$ cat config.mk
export PLATFORM = sky130hd
export DESIGN_NAME = video_tx_timing
export DESIGN_NICKNAME = d
export VERILOG_FILES = /design/src/rtl/video_tx_timing_pkg.sv /design/src/rtl/video_timing_cnt.sv /design/src/rtl/video_tx_timing.sv
export SDC_FILE = /design/constraint.sdc
export NUM_CORES = 1
export LEC_CHECK = 0
export CAP_MARGIN = 20
export CORE_ASPECT_RATIO = 0.6
export CORE_MARGIN = 2
export CORE_UTILIZATION = 59
export CTS_BUF_LIST = sky130_fd_sc_hd__clkbuf_4 sky130_fd_sc_hd__clkbuf_8 sky130_fd_sc_hd__clkbuf_16
export DETAILED_ROUTE_END_ITERATION = 8
export GPL_ROUTABILITY_DRIVEN = 0
export GPL_TIMING_DRIVEN = 0
export PLACE_DENSITY = 0.84
export SLEW_MARGIN = 40
export SYNTH_ARGS = -nofsm -noshare
export SYNTH_HDL_FRONTEND = slang
export SYNTH_SLANG_ARGS = --single-unit
$ cat constraint.sdc
create_clock -name vo_clk -period 6.2 [get_ports vo_clk]
set_input_delay 1.55 -clock vo_clk [delete_from_list [all_inputs] [get_ports vo_clk]]
set_output_delay 1.55 -clock vo_clk [all_outputs]
set_load 0.005 [all_outputs]
$ cat src/rtl/video_tx_timing_pkg.sv
// video_tx_timing_pkg: shared constants, S1 pipeline record and colour-bar lookup for the video transmitter.
package video_tx_timing_pkg;

    localparam int W_HDMITX = 24;

    localparam bit VID_SYNC_POS = 1'b1;
    localparam bit VID_SYNC_NEG = 1'b0;

    localparam logic [W_HDMITX-1:0] VID_RGB_WHITE   = 24'hFFFFFF;
    localparam logic [W_HDMITX-1:0] VID_RGB_YELLOW  = 24'hFFFF00;
    localparam logic [W_HDMITX-1:0] VID_RGB_CYAN    = 24'h00FFFF;
    localparam logic [W_HDMITX-1:0] VID_RGB_GREEN   = 24'h00FF00;
    localparam logic [W_HDMITX-1:0] VID_RGB_MAGENTA = 24'hFF00FF;
    localparam logic [W_HDMITX-1:0] VID_RGB_RED     = 24'hFF0000;
    localparam logic [W_HDMITX-1:0] VID_RGB_BLUE    = 24'h0000FF;
    localparam logic [W_HDMITX-1:0] VID_RGB_BLACK   = 24'h000000;

    // Timing and window state carried from the counter cycle to the pin stage.
    typedef struct packed {
        logic       de;
        logic       hs;
        logic       vs;
        logic       hit;
        logic       fs;
        logic [3:0] bar;
    } vid_s1_t;

    // Bar index 8 and above marks the remainder pixels right of the last full bar.
    function automatic logic [W_HDMITX-1:0] vid_bar_rgb(input logic [3:0] idx);
        logic [W_HDMITX-1:0] c;
        case (idx[2:0])
            3'd0:    c = VID_RGB_WHITE;
            3'd1:    c = VID_RGB_YELLOW;
            3'd2:    c = VID_RGB_CYAN;
            3'd3:    c = VID_RGB_GREEN;
            3'd4:    c = VID_RGB_MAGENTA;
            3'd5:    c = VID_RGB_RED;
            3'd6:    c = VID_RGB_BLUE;
            default: c = VID_RGB_BLACK;
        endcase
        return idx[3] ? VID_RGB_BLACK : c;
    endfunction

endpackage

$ cat src/rtl/video_timing_cnt.sv
// video_timing_cnt: h/v raster counters with sync/de decode and frame-boundary run gating.
//   vo_clk, rstn    clock, async active-low reset
//   en              run request, honoured only at a frame boundary or while stopped
//   h, v            current raster position (held at 0 while stopped)
//   running         counters are live
//   hs, vs, de      decoded sync levels and data enable for the current position
//   first           current position is (0,0) of a running frame
//   line_end        current position is the last pixel of a line
module video_timing_cnt import video_tx_timing_pkg::*; #(
    parameter int H_ACTIVE = 1920,
    parameter int H_FP     = 88,
    parameter int H_SYNC   = 44,
    parameter int H_BP     = 148,
    parameter int V_ACTIVE = 1080,
    parameter int V_FP     = 4,
    parameter int V_SYNC   = 5,
    parameter int V_BP     = 36,
    parameter bit HS_POL   = VID_SYNC_POS,
    parameter bit VS_POL   = VID_SYNC_POS,
    localparam int H_TOTAL = H_ACTIVE + H_FP + H_SYNC + H_BP,
    localparam int V_TOTAL = V_ACTIVE + V_FP + V_SYNC + V_BP,
    localparam int HW      = $clog2(H_TOTAL),
    localparam int VW      = $clog2(V_TOTAL)
) (
    input  logic          vo_clk,
    input  logic          rstn,
    input  logic          en,
    output logic [HW-1:0] h,
    output logic [VW-1:0] v,
    output logic          running,
    output logic          hs,
    output logic          vs,
    output logic          de,
    output logic          first,
    output logic          line_end
);

    logic [HW-1:0] h_q, h_d;
    logic [VW-1:0] v_q, v_d;
    logic          running_q, running_d;
    logic          h_last, v_last;

    always_comb begin
        h_last    = h_q == HW'(H_TOTAL - 1);
        v_last    = v_q == VW'(V_TOTAL - 1);
        // Run state only changes when (0,0) is next, so a stop always lets the frame finish.
        running_d = (!running_q || (h_last && v_last)) ? en : running_q;
        h_d       = (!running_q || h_last) ? '0 : h_q + 1'b1;
        v_d       = !running_q ? '0 : h_last ? (v_last ? '0 : v_q + 1'b1) : v_q;
    end

    always_ff @(posedge vo_clk or negedge rstn) begin
        if (!rstn) begin
            h_q       <= '0;
            v_q       <= '0;
            running_q <= 1'b0;
        end else begin
            h_q       <= h_d;
            v_q       <= v_d;
            running_q <= running_d;
        end
    end

    always_comb begin
        h        = h_q;
        v        = v_q;
        running  = running_q;
        line_end = h_last;
        first    = running_q && h_q == '0 && v_q == '0;
        de       = running_q && h_q < HW'(H_ACTIVE) && v_q < VW'(V_ACTIVE);
        hs       = (running_q && h_q >= HW'(H_ACTIVE + H_FP) && h_q < HW'(H_ACTIVE + H_FP + H_SYNC)) ? HS_POL : ~HS_POL;
        vs       = (running_q && v_q >= VW'(V_ACTIVE + V_FP) && v_q < VW'(V_ACTIVE + V_FP + V_SYNC)) ? VS_POL : ~VS_POL;
    end

endmodule

$ cat src/rtl/video_tx_timing.sv
// video_tx_timing: HDMI-style transmitter; colour bars with a scaled 32x32 grey window from a 1024x8 buffer.
//   vo_clk, rstn        pixel clock, async active-low reset
//   en                  run enable, sampled at frame boundary
//   cena_buf, aa_buf    buffer read enable (active low) and address {row, col}
//   qa_buf              buffer read data, one cycle after the read
//   vo_vsync, vo_hsync  sync outputs
//   vo_de, vo_data      data enable and {R,G,B} pixel
//   frame_start         pulse with the first pixel of each frame
module video_tx_timing import video_tx_timing_pkg::*; #(
    parameter int H_ACTIVE   = 1920,
    parameter int H_FP       = 88,
    parameter int H_SYNC     = 44,
    parameter int H_BP       = 148,
    parameter int V_ACTIVE   = 1080,
    parameter int V_FP       = 4,
    parameter int V_SYNC     = 5,
    parameter int V_BP       = 36,
    parameter bit HS_POL     = VID_SYNC_POS,
    parameter bit VS_POL     = VID_SYNC_POS,
    parameter int W_DATA     = W_HDMITX,
    parameter int WIN_X      = 960,
    parameter int WIN_Y      = 540,
    parameter int SCALE_LOG2 = 2
) (
    input  logic              vo_clk,
    input  logic              rstn,
    input  logic              en,
    output logic              cena_buf,
    output logic [9:0]        aa_buf,
    input  logic [7:0]        qa_buf,
    output logic              vo_vsync,
    output logic              vo_hsync,
    output logic              vo_de,
    output logic [W_DATA-1:0] vo_data,
    output logic              frame_start
);

    localparam int HW     = $clog2(H_ACTIVE + H_FP + H_SYNC + H_BP);
    localparam int VW     = $clog2(V_ACTIVE + V_FP + V_SYNC + V_BP);
    localparam int WIN_SZ = 32 << SCALE_LOG2;
    localparam int BAR_W  = H_ACTIVE >> 3;
    localparam int PW     = BAR_W > 1 ? $clog2(BAR_W) : 1;

    logic [HW-1:0] h;
    logic [VW-1:0] v;
    logic          running, hs, vs, de, first, line_end;

    video_timing_cnt #(
        .H_ACTIVE(H_ACTIVE), .H_FP(H_FP), .H_SYNC(H_SYNC), .H_BP(H_BP),
        .V_ACTIVE(V_ACTIVE), .V_FP(V_FP), .V_SYNC(V_SYNC), .V_BP(V_BP),
        .HS_POL(HS_POL), .VS_POL(VS_POL)
    ) u_cnt (
        .vo_clk(vo_clk), .rstn(rstn), .en(en),
        .h(h), .v(v), .running(running),
        .hs(hs), .vs(vs), .de(de), .first(first), .line_end(line_end)
    );

    logic [31:0]       dx, dy;
    logic              hit;
    logic [9:0]        aa_q, aa_d;
    logic [PW-1:0]     bar_px_q, bar_px_d;
    logic [3:0]        bar_idx_q, bar_idx_d;
    logic              bar_wrap;
    vid_s1_t           s1_q, s1_d;
    logic              vo_vsync_q, vo_vsync_d, vo_hsync_q, vo_hsync_d;
    logic              vo_de_q, vo_de_d, frame_start_q, frame_start_d;
    logic [W_DATA-1:0] vo_data_q, vo_data_d;

    // The read is issued in the counter cycle so the sync-RAM data is ready for the pin stage.
    // Unsigned offsets wrap to huge values left/above the window, so one compare covers both edges.
    always_comb begin
        dx       = 32'(h) - 32'(WIN_X);
        dy       = 32'(v) - 32'(WIN_Y);
        hit      = de && dx < 32'(WIN_SZ) && dy < 32'(WIN_SZ);
        cena_buf = ~hit;
        aa_buf   = hit ? {dy[SCALE_LOG2 +: 5], dx[SCALE_LOG2 +: 5]} : aa_q;
        aa_d     = aa_buf;
    end

    // Bar index tracks h by counting BAR_W pixels at a time; it saturates at 8 for the black remainder.
    always_comb begin
        bar_wrap  = bar_px_q == PW'(BAR_W - 1);
        bar_px_d  = (!running || line_end || bar_wrap) ? '0 : bar_px_q + 1'b1;
        bar_idx_d = (!running || line_end) ? '0 : (bar_wrap && !bar_idx_q[3]) ? bar_idx_q + 1'b1 : bar_idx_q;
    end

    always_comb begin
        s1_d          = '{de: de, hs: hs, vs: vs, hit: hit, fs: first, bar: bar_idx_q};
        vo_de_d       = s1_q.de;
        vo_hsync_d    = s1_q.hs;
        vo_vsync_d    = s1_q.vs;
        frame_start_d = s1_q.fs;
        vo_data_d     = !s1_q.de ? '0 : s1_q.hit ? W_DATA'({qa_buf, qa_buf, qa_buf}) : W_DATA'(vid_bar_rgb(s1_q.bar));
    end

    always_ff @(posedge vo_clk or negedge rstn) begin
        if (!rstn) begin
            aa_q          <= '0;
            bar_px_q      <= '0;
            bar_idx_q     <= '0;
            s1_q          <= '{de: 1'b0, hs: ~HS_POL, vs: ~VS_POL, hit: 1'b0, fs: 1'b0, bar: 4'd0};
            vo_de_q       <= 1'b0;
            vo_hsync_q    <= ~HS_POL;
            vo_vsync_q    <= ~VS_POL;
            frame_start_q <= 1'b0;
            vo_data_q     <= '0;
        end else begin
            aa_q          <= aa_d;
            bar_px_q      <= bar_px_d;
            bar_idx_q     <= bar_idx_d;
            s1_q          <= s1_d;
            vo_de_q       <= vo_de_d;
            vo_hsync_q    <= vo_hsync_d;
            vo_vsync_q    <= vo_vsync_d;
            frame_start_q <= frame_start_d;
            vo_data_q     <= vo_data_d;
        end
    end

    assign vo_de       = vo_de_q;
    assign vo_hsync    = vo_hsync_q;
    assign vo_vsync    = vo_vsync_q;
    assign frame_start = frame_start_q;
    assign vo_data     = vo_data_q;

endmodule

==> results of run 1 <==
## placed cells by master (no fill, tap or decap), drive strengths merged, types with 3 or more instances in the layout
master	netlist	final
and3	5	5
dfrtp	83	83
a21oi	4	4
nand2b	3	3
ha	12	12
xor2	17	17
mux2	10	10
nand2	22	22
a21boi	24	24
nor3	6	6
inv	13	18
nand4b	3	3
clkdlybuf4s50	0	48
nor3b	4	4
mux2i	4	4
or3	4	4
nand3	11	11
buf	10	12
nand4	12	12
clkbuf	11	20
and2	3	3
o21ai	4	4
xnor2	11	11
nor2	40	40
## cells by family (layout without fill, tap and decap cells)
logic type               Yosys count  after routing  share of synthesized area (%)
buffers and inverters             34            100                           4.29
flip-flops                        83             83                           55.2
XOR/XNOR                          28             28                           6.52
adder cells (fa/ha/maj)           12             12                           3.99
AND/OR/NAND/NOR                  123            123                           16.7
AO/OA/AOI/OAI                     46             46                           9.24
multiplexers                      14             14                           4.06
## metal layers
| metal | GRT usage, % | vias to the layer above |
|---|---|---|
| met2 | 39.1 | 99 |
| met4 | 5.19 | 0 |
| li1 | - | 1289 |
| met3 | 8.28 | 6 |
| met5 | 0 | - |
| met1 | 37.0 | 1353 |
## through the flow
stage | utilization, % | hold slack [ns]
final | 74.4 | 0.358
after floorplan | - | 0.331
after detailed placement | 71.4 | 0.340
after global routing | 74.4 | 0.372
after global placement | 71.0 | 0.334
after CTS | 74.4 | 0.361
## power breakdown
group | internal, mW | switching [mW] | leakage [nW]
combinational | 0.00694 | 0.0110 | 0.952
sequential | 0.541 | 0 | 0.990
clock | 0.155 | 0.214 | 0.0907
total | 0.703 | 0.225 | 2.03
## registers in the layout, summed over array words and instances (netlist names), 4 cells and up
signal	flops
bar_idx_q	4
s1_q	5
u_cnt.h	12
bar_px_q	8
vo_data	24
u_cnt.v	11
aa_q	10
## layout make-up
type,count,area [um2]
inverter,13,48.8
clock buffer,9,124
clock inverter,7,63.8
timing repair buffer,50,512
sequential,83,2080
tap,84,105
multi-input combinational,223,1530
fill,435,1570
buffer,21,113
## path summary, 6_finish.rpt
kind                                    startpoint                      end  slack, ns
hold reg to reg            frame_start_d$_DFF_PN0_    frame_start$_DFF_PN0_       0.36
setup reg to reg            u_cnt.v[9]$_DFFE_PN0N_        aa_q[7]$_DFF_PN0_       3.63
min in group asynchronous                     rstn     u_cnt.h[5]$_DFF_PN0_       1.07
setup / recovery            u_cnt.v[9]$_DFFE_PN0N_                aa_buf[5]       1.39
hold / removal             frame_start_d$_DFF_PN0_    frame_start$_DFF_PN0_       0.36
max in group asynchronous                     rstn  u_cnt.v[10]$_DFFE_PN0N_       4.59
==> results.py, run 1 <==
metrics = {
    "run_status": {
        "outcome": "complete, no violations",
    },
    "clocking": {
        "cts_tree": "built",
        "cts.root.buffer_cell": "sky130_fd_sc_hd__clkbuf_8",
        "htreeDepth": 3,
        "cts_hold_buffers": 0,
        "cts_post_setup_buffers_inserted": 0,
        "clkSlewWorstSetupHoldPaths_ns": 0.09,
        "clock_insertion_delay_worst_skew_ns": 0.36,
        "cts_max_path_buffers": 2,
        "cts_inserted_buffers": 9,
        "clock_sinks": 83,
        "post_cts.resized_instances": 0,
    },
    "die": {
        "die_x_um": 107,
        "placeableCoreArea_um2": 6140,
        "initial_core_util_pct": 61.3,
        "chipHeight_um": 65.9,
        "die_area_um2": 7050,
        "fp-row-count": 22,
        "floorplan.io_pins": 50,
    },
    "worst_hold_path": {
        "worst_hold_path_type": "flip-flop to flip-flop",
        "number_of_cells_on_the_worst_hold_path": 0,
    },
    "worst_setup_path": {
        "worstPathCellList": "nor3_1 > mux2i_1 > a2111oi_0 > and4bb_2 > buf_6 > mux2_2 > clkdlybuf4s50_1",
        "number_of_cells_on_the_critical_path": 7,
        "kind_of_critical_path": "flip-flop to primary output",
        "worst_setup_path_end_kind": "primary output",
        "critical_path_data_required_time_ns": 4.65,
        "crit_family": "simple AND/OR/NAND/NOR gates",
        "timing.critical_path.arrival_ns": 3.26,
        "critical_path.n_buffers_inverters": 2,
        "cp_slowest_cell": "sky130_fd_sc_hd__nor3_1",
        "timing.critical_path.slowest_cell_delay_ns": 0.46,
        "critical_path.startpoint_type": "flip-flop",
        "timing.reg2reg.worst_path_depth": 6,
        "crit_path_max_fanout": 10,
    },
    "synth": {
        "synth.area.top_cells": "sky130_fd_sc_hd__dfrtp_1 55%, sky130_fd_sc_hd__a21boi_0 4.8%, sky130_fd_sc_hd__ha_1 4.0%, sky130_fd_sc_hd__nor2_1 4.0%, sky130_fd_sc_hd__xor2_1 4.0%",
        "synth_top_area_cell": "sky130_fd_sc_hd__dfrtp_1",
        "synthesis.area_um2": 3760,
        "synth.most_common_cell": "sky130_fd_sc_hd__dfrtp_1",
        "synthesis.yosys.warnings": 0,
        "ys_seq_area_share_pct": 55.2,
        "asyncSetResetFlopFracSynth_pct": 100,
        "synth_cell_type_count": 42,
        "synth_nets": 363,
        "synth_ff_type": "sky130_fd_sc_hd__dfrtp_1",
        "yosys_register_bits": 83,
        "postSynthAreaPerCell_um2": 11.1,
        "netlist.area_leader.share_pct": 55.2,
        "synth_top_cells_by_count": "83 x sky130_fd_sc_hd__dfrtp_1, 40 x sky130_fd_sc_hd__nor2_1, 24 x sky130_fd_sc_hd__a21boi_0",
        "synth_cells": 340,
        "synth_enable_flop_cells": 0,
    },
    "drt": {
        "drc_errors": 0,
        "met1Wirelength_mm": 3.80,
        "drtAntennaViolNets": 0,
        "route.met2.wl_mm": 3.68,
        "met3_wirelength_um": 544,
        "post_drt_wl_per_cell_um": 16.4,
        "via_count_normalized_by_instance_count": 5.61,
        "detail_route.iter0.violations": 222,
        "dr.max_layer_used": "met4",
        "finalWirelength_mm": 8.05,
        "detailedRoute.firstPassIterationCount": 4,
        "num_vias": 2747,
    },
    "global_route": {
        "global_route.overflow_total": 0,
        "grt_first_pass_wirelength_mm": 13.6,
        "antenna_found_initial": 0,
        "via_count_of_the_first_global_routing_pass": 2758,
        "all_layer_global_routing_usage_pct": 25.8,
        "grt_max_degree": 48,
    },
    "layout": {
        "synthToLayoutAreaGrowth_pct": 21.4,
        "num-nets-final": 424,
        "finish.cell_count_without_fillers": 490,
        "ant_diodes": 0,
        "drive_gt1_share_pct": 10.3,
        "final_cell_area_um2": 4570,
    },
    "placed_design": {
        "hpwlAfterDp_mm": 5.69,
        "post_placement_cell_area_um2": 4380,
        "port-buffer-count": 49,
        "pre_cts_ws_ns": 1.80,
        "placed_insts": 474,
    },
    "timing": {
        "setup_viol": 0,
        "hold_viol": 0,
        "unrepaired_setup_endpoints_after_global_routing": "no",
        "final.min_clock_period_ns": 4.81,
        "drv_slew": 0,
        "fmaxAchievable_ghz": 0.208,
        "fin_tns_setup_ns": 0,
        "fin_ws_ns": 1.39,
        "tightest_slew_ns": 0.696,
        "min_period_over_period_pct": 77.6,
        "skew_ns": 0.00910,
        "worst_slew_margin_rel_pct": 53.3,
    },
    "pwr": {
        "power_uw": 928,
        "total_leakage_power_nw": 2.03,
        "power.density_cell_area_nw_per_um2": 203,
        "power.ir.vdd_worst_mv": 0.106,
    },
    "job": {
        "max_cap_violations": 0,
    },
}
Power figures use the tool's default switching activity.
==> inputs of run 2 (changes only) <==
--- a/config.mk
+++ b/config.mk
@@ -8,12 +8,12 @@
 export CAP_MARGIN = 20
 export CORE_ASPECT_RATIO = 0.6
 export CORE_MARGIN = 2
-export CORE_UTILIZATION = 59
+export CORE_UTILIZATION = 49
 export CTS_BUF_LIST = sky130_fd_sc_hd__clkbuf_4 sky130_fd_sc_hd__clkbuf_8 sky130_fd_sc_hd__clkbuf_16
 export DETAILED_ROUTE_END_ITERATION = 8
 export GPL_ROUTABILITY_DRIVEN = 0
 export GPL_TIMING_DRIVEN = 0
-export PLACE_DENSITY = 0.84
+export PLACE_DENSITY = 0.74
 export SLEW_MARGIN = 40
 export SYNTH_ARGS = -nofsm -noshare
 export SYNTH_HDL_FRONTEND = slang
==> constraint.sdc (replaced) <==
create_clock -name vo_clk -period 4.3 [get_ports vo_clk]
set_input_delay 1.075 -clock vo_clk [delete_from_list [all_inputs] [get_ports vo_clk]]
set_output_delay 1.075 -clock vo_clk [all_outputs]
set_load 0.005 [all_outputs]
==> results.py, run 2 (synthesis gave the netlist of run 1 again) <==
metrics = {
    "global_route": {
        "grt_max_degree": 63,
        "grt_first_pass_wirelength_mm": 12.9,
        "all_layer_global_routing_usage_pct": 20.4,
        "global_route.overflow_total": 0,
        "antenna_found_initial": 0,
        "via_count_of_the_first_global_routing_pass": 2581,
    },
    "clocking": {
        "cts_hold_buffers": 0,
        "htreeDepth": 3,
        "cts.root.buffer_cell": "sky130_fd_sc_hd__clkbuf_16",
        "clock_insertion_delay_worst_skew_ns": 0.34,
        "clock_sinks": 83,
        "cts_inserted_buffers": 9,
        "clkSlewWorstSetupHoldPaths_ns": 0.06,
        "cts_max_path_buffers": 2,
        "cts_tree": "built",
    },
    "worst_setup_path": {
        "crit_path_max_fanout": 10,
        "worst_setup_path_end_kind": "primary output",
        "timing.critical_path.arrival_ns": 3.10,
        "critical_path.startpoint_type": "flip-flop",
        "kind_of_critical_path": "flip-flop to primary output",
        "cp_slowest_cell": "sky130_fd_sc_hd__clkdlybuf4s50_1",
        "timing.reg2reg.worst_path_depth": 8,
        "critical_path.n_buffers_inverters": 3,
        "r2r-start": "u_cnt.v[2]$_DFFE_PN0N_",
        "crit_family": "buffers and inverters",
        "critical_path_data_required_time_ns": 3.22,
        "timing.critical_path.slowest_cell_delay_ns": 0.44,
        "worstPathCellList": "ha_1 > buf_2 > nand4_1 > a2111oi_4 > a311oi_1 > and4bb_2 > buf_6 > mux2_2 > clkdlybuf4s50_1",
        "r2r_setup_slack_ns": 1.86,
        "r2r-end": "aa_q[3]$_DFF_PN0_",
    },
    "drt": {
        "via_count_normalized_by_instance_count": 5.32,
        "detailedRoute.firstPassIterationCount": 4,
        "finalWirelength_mm": 7.90,
        "num_vias": 2727,
        "drtAntennaViolNets": 0,
        "detail_route.iter0.violations": 231,
        "drc_errors": 0,
        "post_drt_wl_per_cell_um": 15.4,
    },
    "job": {
        "max_cap_violations": 0,
    },
    "pwr": {
        "power.density_cell_area_nw_per_um2": 339,
        "power_mw": 1.62,
        "power.ir.vdd_worst_mv": 0.252,
        "total_leakage_power_nw": 2.12,
    },
    "worst_hold_path": {
        "number_of_cells_on_the_worst_hold_path": 0,
        "worstHoldStart": "frame_start_d$_DFF_PN0_",
        "whs_endpoint": "frame_start$_DFF_PN0_",
        "worst_hold_path_type": "flip-flop to flip-flop",
    },
    "layout": {
        "most_common_cell_after_layout_fill_and_taps_aside": "sky130_fd_sc_hd__dfrtp_1",
        "synthToLayoutAreaGrowth_pct": 27.2,
        "mostFrequentLayoutCells": "81 x sky130_fd_sc_hd__dfrtp_1, 48 x sky130_fd_sc_hd__clkdlybuf4s50_1, 40 x sky130_fd_sc_hd__nor2_1, 24 x sky130_fd_sc_hd__a21boi_0, 22 x sky130_fd_sc_hd__nand2_1",
        "final_core_utilization_pct": 65.1,
        "ant_diodes": 0,
        "flip_flop_count_of_the_largest_register_all_copies_and_words_added": 24,
        "num-nets-final": 428,
        "n_fill_cell": 573,
        "drive_gt1_share_pct": 12.0,
        "finish.cell_count_without_fillers": 513,
    },
    "timing": {
        "final.min_clock_period_ns": 4.17,
        "hold_viol": 0,
        "worst_slew_margin_rel_pct": 53.6,
        "skew_ns": 0.00565,
        "fmaxAchievable_ghz": 0.240,
        "unrepaired_setup_endpoints_after_global_routing": "no",
        "tightest_slew_ns": 0.691,
        "min_period_over_period_pct": 97.1,
        "drv_slew": 0,
        "setup_viol": 0,
    },
    "die": {
        "floorplan.io_pins": 50,
        "fp-row-count": 24,
        "die_x_um": 117,
        "chipHeight_um": 71.9,
        "die_area_um2": 8420,
        "placeableCoreArea_um2": 7360,
        "initial_core_util_pct": 51.2,
    },
    "placed_design": {
        "port-buffer-count": 49,
        "hpwlAfterDp_mm": 5.44,
        "placed_insts": 494,
    },
    "run_status": {
        "outcome": "complete, no violations",
    },
}
==> run 2: changes by cell type in the layout (fill, tap and decap cells not counted), sizes merged <==
cell,delta
buf,+4
bufinv,+2
clkinv,+2
clkinvlp,-1
inv,-4
==> run 2: worst max-delay path by stage <==
| stage | depth (start not counted) | to | from | slack (ns) |
|---|---|---|---|---|
| after global placement | 1 | vo_data[11]$_DFF_PN0_ | rstn | -0.72 |
| after detailed placement | 9 | aa_buf[3] | u_cnt.v[3]$_DFFE_PN0N_ | 0.39 |
| final | 9 | aa_buf[3] | u_cnt.v[2]$_DFFE_PN0N_ | 0.13 |
| after global routing | 7 | aa_buf[5] | u_cnt.v[7]$_DFFE_PN0N_ | 0.003 |
| after CTS | 9 | aa_buf[3] | u_cnt.v[2]$_DFFE_PN0N_ | 0.01 |
| after floorplan | 8 | aa_buf[1] | u_cnt.v[3]$_DFFE_PN0N_ | 1.15 |
==> run 2: timing repair <==
item | CTS | global route
gates resized for setup | 1 | 6
pin swaps | 0 | 2
setup buffers | 0 | 4
gates cloned | 0 | 0
setup endpoints to repair | 2 | 10
==> run 2: cell type report <==
class / count / area, um2 / area share, %
inverter: 13 / 48.8 / 1.02
multi-input combinational: 223 / 1550 / 32.4
clock buffer: 9 / 225 / 4.71
timing repair buffer: 54 / 549 / 11.5
sequential: 83 / 2080 / 43.5
buffer: 21 / 113 / 2.35
tap: 104 / 130 / 2.72
clock inverter: 6 / 90.1 / 1.88
==> run 2: per-stage QoR <==
| stage | setup slack [ns] | instance area (um2) | hold slack, ns | setup TNS [ns] |
|---|---|---|---|---|
| after floorplan | 1.15 | 3760 | 0.331 | 0 |
| after global placement | -0.716 | 4380 | 0.332 | -58.84 |
| after detailed placement | 0.388 | 4410 | 0.336 | 0 |
| after CTS | 0.0111 | 4730 | 0.350 | 0 |
| after global routing | 0.00315 | 4790 | 0.354 | 0 |
| final | 0.126 | 4790 | 0.347 | 0 |
==> run 2: per-layer routing <==
layer / vias up / track usage, % / wire length [um]
met5: - / 0 / 0
met1: 1315 / 30.6 / 3870
met4: 0 / 4.58 / 55
li1: 1297 / - / -
met2: 107 / 27.5 / 3320
met3: 8 / 8.46 / 659
==> run 2: report_power, final <==
part / internal [mW] / switching, mW
registers: 0.781 / 0
logic: 0.0108 / 0.0163
clock network: 0.507 / 0.309
total: 1.30 / 0.326
